**src/rtl/fpu_result_buffer.sv**
```systemverilog
`default_nettype none
// ============================================================================
// Module   : fpu_result_buffer
// Purpose  : Result buffer placed directly after the FPU. Every result pulse
//            {res_data, res_status} is pushed into a first-word-fall-through
//            FIFO and drained by a consumer over a valid/ready handshake.
//            The FPU is never stalled: a result arriving while the FIFO is
//            full and not popping is dropped, and the sticky drop_err is set.
//            Optional saturating statistics counters, enabled by the
//            FPU_RESULT_STATS_EN macro, count accepted results per status code
//            and count zero results.
// Ports    :
//   clock_100Khz  in   single clock, all logic on the rising edge
//   reset         in   synchronous, active-high
//   res_valid     in   one-cycle result pulse
//   res_data      in   FPU result word (sign | exponent | mantissa)
//   res_status    in   FPU status code (0 ovf, 1 unf, 2 exact, 3 inexact)
//   rd_ready      in   consumer accepts the head entry
//   rd_valid      out  head entry valid (FIFO not empty)
//   rd_data       out  head result word, 0 when empty
//   rd_status     out  head status code, 0 when empty
//   level         out  occupied entries, 0..DEPTH
//   full          out  level == DEPTH
//   empty         out  level == 0
//   drop_err      out  sticky: a result was discarded while full
//   clear_err     in   clears drop_err (a same-cycle drop wins)
//   cnt_ovf, cnt_unf, cnt_exact, cnt_inexact, cnt_zero
//                 out  saturating counters (FPU_RESULT_STATS_EN only)
// Revision : 1.0  initial release
// ============================================================================
module fpu_result_buffer #(
  parameter int DATA_W   = 32,
  parameter int STATUS_W = 4,
  parameter int DEPTH    = 8,
  parameter int CNT_W    = 16
) (
  input  logic                       clock_100Khz,
  input  logic                       reset,
  input  logic                       res_valid,
  input  logic [DATA_W-1:0]          res_data,
  input  logic [STATUS_W-1:0]        res_status,
  input  logic                       rd_ready,
  output logic                       rd_valid,
  output logic [DATA_W-1:0]          rd_data,
  output logic [STATUS_W-1:0]        rd_status,
  output logic [$clog2(DEPTH):0]     level,
  output logic                       full,
  output logic                       empty,
  output logic                       drop_err,
`ifdef FPU_RESULT_STATS_EN
  output logic [CNT_W-1:0]           cnt_ovf,
  output logic [CNT_W-1:0]           cnt_unf,
  output logic [CNT_W-1:0]           cnt_exact,
  output logic [CNT_W-1:0]           cnt_inexact,
  output logic [CNT_W-1:0]           cnt_zero,
`endif
  input  logic                       clear_err
);

  localparam int AW      = $clog2(DEPTH);
  localparam int LW      = AW + 1;
  localparam int ENTRY_W = DATA_W + STATUS_W;

  localparam logic [LW-1:0] c_depth = LW'(DEPTH);
  localparam logic [LW-1:0] c_level_one = LW'(1);
  localparam logic [AW-1:0] c_ptr_one = AW'(1);

  // Pointer wrap relies on DEPTH being a power of two.
  generate
    if ((DEPTH < 2) || ((1 << AW) != DEPTH)) begin : g_depth_check
      $error("fpu_result_buffer: DEPTH must be a power of two and >= 2");
    end
  endgenerate

  // --------------------------------------------------------------------------
  // Storage and pointers
  // --------------------------------------------------------------------------
  logic [ENTRY_W-1:0] r_mem [DEPTH];
  logic [AW-1:0]      r_wr_ptr;
  logic [AW-1:0]      r_rd_ptr;
  logic [LW-1:0]      r_level;
  logic               r_drop_err;

  logic               w_empty;
  logic               w_full;
  logic               w_pop;
  logic               w_push;
  logic               w_drop;
  logic [ENTRY_W-1:0] w_head;

  assign w_empty = (r_level == '0);
  assign w_full  = (r_level == c_depth);

  // A pop needs a real head entry, so a push into an empty FIFO is never
  // paired with a pop in the same cycle (no bypass path).
  assign w_pop   = !w_empty && rd_ready;

  // When full, a concurrent pop frees the slot the push lands in.
  assign w_push  = res_valid && (!w_full || w_pop);
  assign w_drop  = res_valid && w_full && !w_pop;

  // --------------------------------------------------------------------------
  // RAM write port. Contents are deliberately not reset; entries outside the
  // occupied window are masked on the read side.
  // --------------------------------------------------------------------------
  always_ff @(posedge clock_100Khz) begin
    if (!reset && w_push) begin
      r_mem[r_wr_ptr] <= {res_data, res_status};
    end
  end

  // --------------------------------------------------------------------------
  // Pointers, occupancy and the sticky drop flag
  // --------------------------------------------------------------------------
  always_ff @(posedge clock_100Khz) begin
    if (reset) begin
      r_wr_ptr   <= '0;
      r_rd_ptr   <= '0;
      r_level    <= '0;
      r_drop_err <= 1'b0;
    end else begin
      if (w_push) begin
        r_wr_ptr <= r_wr_ptr + c_ptr_one;
      end
      if (w_pop) begin
        r_rd_ptr <= r_rd_ptr + c_ptr_one;
      end

      // Occupancy is held separately from the pointers so that full and
      // empty are distinguishable when the pointers are equal.
      if (w_push && !w_pop) begin
        r_level <= r_level + c_level_one;
      end else if (w_pop && !w_push) begin
        r_level <= r_level - c_level_one;
      end

      // A drop in the same cycle as clear_err keeps the flag set.
      if (w_drop) begin
        r_drop_err <= 1'b1;
      end else if (clear_err) begin
        r_drop_err <= 1'b0;
      end
    end
  end

  // --------------------------------------------------------------------------
  // FWFT read side: the head entry is presented combinationally from the RAM
  // and forced to zero while the FIFO is empty.
  // --------------------------------------------------------------------------
  assign w_head = w_empty ? '0 : r_mem[r_rd_ptr];

  assign rd_valid  = !w_empty;
  assign rd_data   = w_head[ENTRY_W-1:STATUS_W];
  assign rd_status = w_head[STATUS_W-1:0];
  assign level     = r_level;
  assign full      = w_full;
  assign empty     = w_empty;
  assign drop_err  = r_drop_err;

`ifdef FPU_RESULT_STATS_EN
  // --------------------------------------------------------------------------
  // Statistics: one increment per accepted push, never for a dropped result.
  // Unknown status codes (> 3) are stored but counted nowhere.
  // --------------------------------------------------------------------------
  localparam logic [STATUS_W-1:0] c_st_ovf     = STATUS_W'(0);
  localparam logic [STATUS_W-1:0] c_st_unf     = STATUS_W'(1);
  localparam logic [STATUS_W-1:0] c_st_exact   = STATUS_W'(2);
  localparam logic [STATUS_W-1:0] c_st_inexact = STATUS_W'(3);
  localparam logic [CNT_W-1:0]    c_cnt_max    = '1;
  localparam logic [CNT_W-1:0]    c_cnt_one    = CNT_W'(1);

  logic [CNT_W-1:0] r_cnt_ovf;
  logic [CNT_W-1:0] r_cnt_unf;
  logic [CNT_W-1:0] r_cnt_exact;
  logic [CNT_W-1:0] r_cnt_inexact;
  logic [CNT_W-1:0] r_cnt_zero;
  logic             w_is_zero;

  // Zero regardless of sign: every bit except the sign bit is clear.
  assign w_is_zero = (res_data[DATA_W-2:0] == '0);

  always_ff @(posedge clock_100Khz) begin
    if (reset) begin
      r_cnt_ovf     <= '0;
      r_cnt_unf     <= '0;
      r_cnt_exact   <= '0;
      r_cnt_inexact <= '0;
      r_cnt_zero    <= '0;
    end else if (w_push) begin
      if ((res_status == c_st_ovf) && (r_cnt_ovf != c_cnt_max)) begin
        r_cnt_ovf <= r_cnt_ovf + c_cnt_one;
      end
      if ((res_status == c_st_unf) && (r_cnt_unf != c_cnt_max)) begin
        r_cnt_unf <= r_cnt_unf + c_cnt_one;
      end
      if ((res_status == c_st_exact) && (r_cnt_exact != c_cnt_max)) begin
        r_cnt_exact <= r_cnt_exact + c_cnt_one;
      end
      if ((res_status == c_st_inexact) && (r_cnt_inexact != c_cnt_max)) begin
        r_cnt_inexact <= r_cnt_inexact + c_cnt_one;
      end
      if (w_is_zero && (r_cnt_zero != c_cnt_max)) begin
        r_cnt_zero <= r_cnt_zero + c_cnt_one;
      end
    end
  end

  assign cnt_ovf     = r_cnt_ovf;
  assign cnt_unf     = r_cnt_unf;
  assign cnt_exact   = r_cnt_exact;
  assign cnt_inexact = r_cnt_inexact;
  assign cnt_zero    = r_cnt_zero;
`endif

endmodule
`default_nettype wire

```
**config.mk**
```make
export PLATFORM = sky130hd
export DESIGN_NAME = fpu_result_buffer
export DESIGN_NICKNAME = d
export VERILOG_FILES = /design/src/rtl/fpu_result_buffer.sv
export SDC_FILE = /design/constraint.sdc
export NUM_CORES = 1
export LEC_CHECK = 0
export BUFFER_PORTS_ARGS = -buffer_cell sky130_fd_sc_hd__buf_4
export CAP_MARGIN = 20
export CORE_ASPECT_RATIO = 1.75
export CORE_MARGIN = 2
export CORE_UTILIZATION = 42
export DETAILED_ROUTE_END_ITERATION = 7
export PLACE_DENSITY = 0.63
export SYNTH_ARGS = -nofsm -noshare
export SYNTH_HDL_FRONTEND = slang
export SYNTH_SLANG_ARGS = --single-unit
```
**constraint.sdc**
```tcl
create_clock -name clock_100Khz -period 5.3 [get_ports clock_100Khz]
set_clock_uncertainty 0.2 [all_clocks]
set_input_delay 1.06 -clock clock_100Khz [delete_from_list [all_inputs] [get_ports clock_100Khz]]
set_output_delay 1.06 -clock clock_100Khz [all_outputs]
set_load 0.01 [all_outputs]
```
==> run metrics, run 1 <==
DR vias/cell 5.27; Longest Clk Path Bufs 3; min-delay worst type flop to flop; largest family of logic cells by synthesized area multiplexers; hold_buf cts 0; TritonRoute pass-1 iters 4; worst-path maximum fanout 39; Slew @ Worst Pin 1090 ps; Leak 0.00436 µW; CP Launch Type flop; clk root buf clkbuf_16; WHS Endpoint drop_err$_SDFFE_PP0P_; share of cells above drive strength 1 34.9%; setup_tns 0 ps; Critical R2R Launch level[1]$_SDFFE_PP0P_; syn avg cell area 21.8 µm²; Worst Setup End Kind output port; die area 29,200 µm²; post-DP HPWL 13.2 mm; outcome finished clean; endpoints failing setup 0; min Tclk post-route 4120 ps; first-pass GRT wire length 35.3 mm; Synth area leader edfxtp_1; CTS tree built; Mapped Area 11,700 µm²; Max-Cap Viols 0; fmax 243 MHz; Distinct cells, synth 40; Avg WL per Cell 22.7 µm; mux cell area share after synthesis 17.1%; Syn Inst Count 535; critical setup path kind flop to output port; Syn Nets 582; reg-to-reg slack, setup 2030 ps; RSZ-0062 raised after global routing no; TritonCTS Buffers 26; Slew HR 27.0%; Row Count 80; Critical R2R Capture level[3]$_SDFFE_PP0P_; adder-cell share of the synthesized area 0.707%; Critical Path AT 2860 ps; die height 225 µm; endpoints failing hold 0; final wirelength 23.2 mm; IO buf count 84; vias in the first global route 5,849; Seq/Total Area, Yosys 76.4%; VDD IR max 0.285 mV; Power Density 455 nW/µm²; post-CTS setup buffer count 0; Final Wtd Congestion 0.689; number of synthesized flops with an enable pin 288; Post-Layout Cell Count 1,025; period utilisation layout 77.7%; Seq cells post-synth 302; DRC viols 0; Starting Density 42.8%; Routed Antenna Nets 0; Util after Layout 50.1%; Synth Area in XOR/XNOR 0.439%; post_cts resized 0; Yosys warning count 0; asr flop ratio synth 0%; Reg2Reg Depth 10; Worst EP required 4040 ps; Clock Sinks 302; GRT Resource Usage Total 16.4%; Core Area 27,300 µm²; synth top area cells edfxtp_1 (74%), mux4_2 (14%), mux2i_1 (3.2%); Die Span X 130 µm; Synth top area share 74.0%; placed insts 976; Post-Synth Simple-Gate Area 2.89%; I/O Pins 85; Final #Nets 683; ANT cells 0; initial drt markers 398; Layout area overhead 17.2%; DR vias 5,403; most common flop cell mapped by yosys edfxtp_1; complex-gate fraction of the synthesized area 0.674%; H-tree levels 1; Clk pin slew, worst setup/hold paths 70 ps; WHS Path Cells 2; max-slew violation count 0; initial antenna violation count 0; clk_lat worst skew 540 ps; grt total ovfl 0; largest net degree at the start of global routing 73; Hold Path Origin drop_err$_SDFFE_PP0P_
synth_stat cells (all sizes together) (3+ instances only):
master / instances
edfxtp: 288
ha: 5
nand3: 3
mux2i: 37
nor2: 50
xor2: 4
nand2: 7
clkbuf: 3
mux4: 72
buf: 23
inv: 5
dfxtp: 14
a21oi: 4
nor3: 3
final cells by class:
class | count | area (µm²)
fillers | 2158 | 13600
repair buffers | 99 | 785
inverters | 5 | 21.3
clock inverters | 13 | 145
clock buffers | 35 | 726
well taps | 369 | 462
flip-flops and latches | 302 | 8940
multi-input cells | 202 | 2620
worst max-delay path by stage:
stage	slack, ps	to	from	cells after the start
floorplan	860	r_mem[2][0]$_DFFE_PP_	reset	3
detailed placement	1640	rd_status[1]	flop	5
CTS	1060	rd_status[1]	flop	5
global route	920	rd_status[1]	flop	5
global placement	1670	rd_status[1]	flop	5
finish	1180	rd_status[1]	flop	5
cells in the final DEF (no fill, tap or decap), types with 2 or more instances in the layout:
| cell type | Yosys | layout |
|---|---|---|
| inv_1 | 3 | 3 |
| a21oi_1 | 3 | 3 |
| clkbuf_8 | 0 | 2 |
| clkinvlp_4 | 0 | 3 |
| dfxtp_1 | 14 | 11 |
| mux2i_1 | 37 | 37 |
| clkbuf_1 | 3 | 6 |
| buf_12 | 0 | 3 |
| ha_1 | 5 | 5 |
| edfxtp_1 | 288 | 288 |
| clkinv_1 | 0 | 5 |
| nor2_1 | 48 | 48 |
| nand2_4 | 2 | 2 |
| nor3_2 | 1 | 2 |
| mux4_2 | 72 | 72 |
| buf_4 | 3 | 95 |
| nor2_4 | 0 | 2 |
| nand2_1 | 5 | 5 |
| clkbuf_16 | 0 | 27 |
| nor4_4 | 0 | 2 |
| nand3_1 | 3 | 3 |
| bufinv_16 | 0 | 3 |
| dfxtp_4 | 0 | 2 |
| xor2_1 | 3 | 3 |
flip-flops by register name, indices dropped and copies added (netlist names), named ones only:
register,count
r_mem,288
level,4
r_rd_ptr,3
r_wr_ptr,3
drop_err,1
cells by family (layout without fill, tap and decap cells):
| group | Yosys count | in the layout |
|---|---|---|
| flip-flops | 302 | 302 |
| multiplexers | 110 | 110 |
| AND/OR/NAND/NOR | 71 | 71 |
| buffers and inverters | 31 | 152 |
| AO/OA/AOI/OAI | 10 | 10 |
| adder cells (fa/ha/maj) | 6 | 6 |
| XOR/XNOR | 5 | 5 |
per-stage QoR:
step	setup slack, ps	power, µW	instance area [µm²]	hold WS, ps
2_1_floorplan	858	3870	11700	254
3_3_place_gp	1670	4360	12800	252
3_5_place_dp	1640	4390	12800	277
4_1_cts	1060	6310	13700	293
5_1_grt	918	6510	13700	313
6_report	1180	6230	13700	287
critical path, stage by stage, from the launching register on:
cell	delay, ps
dfxtp_4	900
buf_12	360
mux4_2	550
mux2i_1	170
nor2_1	120
buf_4	200
where the power goes:
part | leakage [µW] | total [µW] | switching (µW) | internal [µW]
logic | 0.00123 | 1430 | 642 | 784
clock network | 0.000413 | 1930 | 820 | 1110
registers | 0.00272 | 2880 | 188 | 2690
layer usage:
layer	routed length (µm)	track usage, %
met1	9000	19.5
met2	12900	30.3
met3	894	2.55
met4	432	4.86
met5	0	0
Note: power is estimated with default switching activity, not from simulation.
==> inputs of run 2 (changes only) <==
Clock period 5.3 ns to 3.3 ns, I/O delays scaled along.
==> run metrics, run 2 (synthesis gave the netlist of run 1 again) <==
endpoints failing hold 0 (unchanged); H-tree levels 1 (unchanged); Row Count 80 (unchanged); worst-path maximum fanout 10 (-74%); TritonRoute pass-1 iters 4 (unchanged); Clk network pwr share 30.4% (-0.5 points); CP Cell Sequence buf_4, mux4_2, mux2i_1, nor2_1, buf_4; Combinational Power Share 25.6% (+2.7 points); Routed Antenna Nets 0 (unchanged); Largest register FFs 288 (unchanged); Max-Cap Viols 0 (unchanged); CP Launch Type flop; Avg WL per Cell 22.8 µm (+0.65%); Top reg by flops r_mem; NetSw 2670 µW (+62%); final wirelength 23.6 mm (+1.4%); post-route cell area 13,900 µm² (+1.4%); Slew HR 49.3% (+22 points); period utilisation layout 96.0%; TritonCTS Buffers 24 (-7.7%); clk root buf clkbuf_16; Clk pin slew, worst setup/hold paths 70 ps (about the same); Post-Layout Cell Count 1,033 (+0.78%); slowest stage cell, crit path mux4_2; I/O Pins 85 (unchanged); vias in the first global route 6,138 (+4.9%); Worst Setup End Kind output port; Final Wtd Congestion 0.730 (+5.9%); most common cell after layout, fill and taps aside edfxtp_1; Critical R2R Capture level[3]$_SDFFE_PP0P_; max-slew violation count 0 (unchanged); fill cell count 2,158 (unchanged); Reg power frac 44.0% (-2.2 points); post-DP HPWL 14.1 mm (+6.8%); initial drt markers 394 (-1.0%); endpoints failing setup 0 (unchanged); DP Area 13,000 µm² (+1.5%); Leak 0.00444 µW (+1.8%); Critical R2R Launch level[1]$_SDFFE_PP0P_; Starting Density 42.8% (unchanged); CP most frequent cell buf_4; multi-input logic area 2640 µm² (+0.76%); first-pass GRT wire length 35.8 mm (+1.4%); DR vias 5,440 (+0.68%); Longest Clk Path Bufs 3 (unchanged); IO buf count 84 (unchanged); Hold Path Origin res_data[0]; Worst Path Buf+Inv 2 (unchanged); DRC viols 0 (unchanged); delay-heaviest family, CP multiplexers; reg-to-reg slack, setup 190 ps (-1840 ps); grt total ovfl 0 (unchanged); largest net degree at the start of global routing 37 (-49%); most frequent cells in the layout edfxtp_1 (288), buf_4 (98), mux4_2 (72); outcome finished clean; P_int 7470 µW (+63%); GRT Resource Usage Total 16.7% (+0.26 points); die height 225 µm (unchanged); Power Density 730 nW/µm² (+60%); setup ws final 132 ps (-1050 ps); Worst EP required 2440 ps (-1600 ps); Switching Share 26.3% (-0.17 points); die area 29,200 µm² (unchanged); DP Worst Slack 214 ps (-1430 ps); Die Span X 130 µm (unchanged); VDD IR max 0.319 mV (+12%); Critical Path AT 2310 ps (-550 ps); Reg2Reg Depth 10 (unchanged); Slew @ Worst Pin 760 ps (-335 ps); FF/Latch Area 8940 µm² (unchanged); min-delay worst type input port to flop; Core Area 27,300 µm² (unchanged); Final #Nets 691 (+1.2%); critical setup path kind flop to output port; hold_buf cts 0 (unchanged); initial antenna violation count 2 (+2); CTS tree built; share of cells above drive strength 1 36.7% (+1.8 points); placed insts 987 (+1.1%); Worst setup endpoint rd_data[7]; Clock Sinks 302 (unchanged); Layout area overhead 18.8%; min Tclk post-route 3170 ps; Crit path depth 5 (unchanged); DR vias/cell 5.27 (about the same); clk_lat worst skew 520 ps (-20 ps); slowest stage delay, CP 520 ps (-380 ps); fmax 316 MHz
==> run 2: cell types whose count changed in the layout (fill, tap and decap cells not counted), moves of 3 or more <==
cell / previous run / this run
clkbuf_1: 6 / 3
buf_4: 95 / 98
clkinv_2: 1 / 5
clkinv_1: 5 / 2
buf_12: 3 / 9
==> run 2: routing by layer <==
| layer | global-route usage [%] | wire length (µm) | vias up |
|---|---|---|---|
| li1 | - | - | 2411 |
| met4 | 5.38 | 411 | 0 |
| met2 | 31.5 | 13500 | 100 |
| met5 | 0 | 0 | - |
| met1 | 19.0 | 8740 | 2905 |
| met3 | 2.40 | 889 | 24 |
==> run 2: power groups by stage <==
stage / combinational (µW) / clock (µW) / sequential (µW)
finish: 2590 / 3080 / 4460
CTS: 2640 / 3150 / 4460
global placement: 2590 / 0 / 4530
detailed placement: 2630 / 0 / 4540
global route: 2820 / 3290 / 4480
floorplan: 1760 / 0 / 4460
==> run 2: worst reg2reg max path: stages (launching register included) <==
cell and delay [ps]:
dfxtp_1 380, or4b_4 590, o21ai_4 340, inv_2 70
ha_1 220, inv_1 70, ha_1 260, a21oi_1 230
a211oi_1 100, a31oi_1 170, mux2_2 350
==> run 2: layout make-up <==
cell class,instances,share of cell area (%)
Sequential cell,302,64.3
Multi-Input combinational cell,202,19.0
Timing Repair Buffer,109,6.99
Clock buffer,28,4.59
Tap cell,369,3.32
Clock inverter,16,1.55
Inverter,5,0.171
Antenna cell,2,0.0360
==> run 2: metrics by stage <==
stage	utilization, %	hold slack, ps	total power (µW)	setup TNS (ps)
floorplan	-	254	6220	-13990
global placement	47.6	260	7120	0
detailed placement	47.6	287	7170	0
CTS	50.7	144	10200	0
global route	50.8	146	10600	-3.59
finish	50.8	163	10100	0
==> run 2: worst min path at each step <==
stage / to / slack, ps / depth (start not counted)
final: r_mem[4][4]$_DFFE_PP_ / 160 / 1
after global routing: r_mem[2][22]$_DFFE_PP_ / 150 / 1
after CTS: r_mem[2][4]$_DFFE_PP_ / 140 / 1
after detailed placement: drop_err$_SDFFE_PP0P_ / 290 / 2
after global placement: flop / 260 / 2
after floorplan: flop / 250 / 2
==> run 2: what timing repair did <==
| action | in CTS | in global routing |
|---|---|---|
| setup endpoints to repair | 0 | 19 |
| endpoints found under the hold margin | 0 | 0 |
| resized for setup | 0 | 5 |
| setup buffers | 0 | 0 |
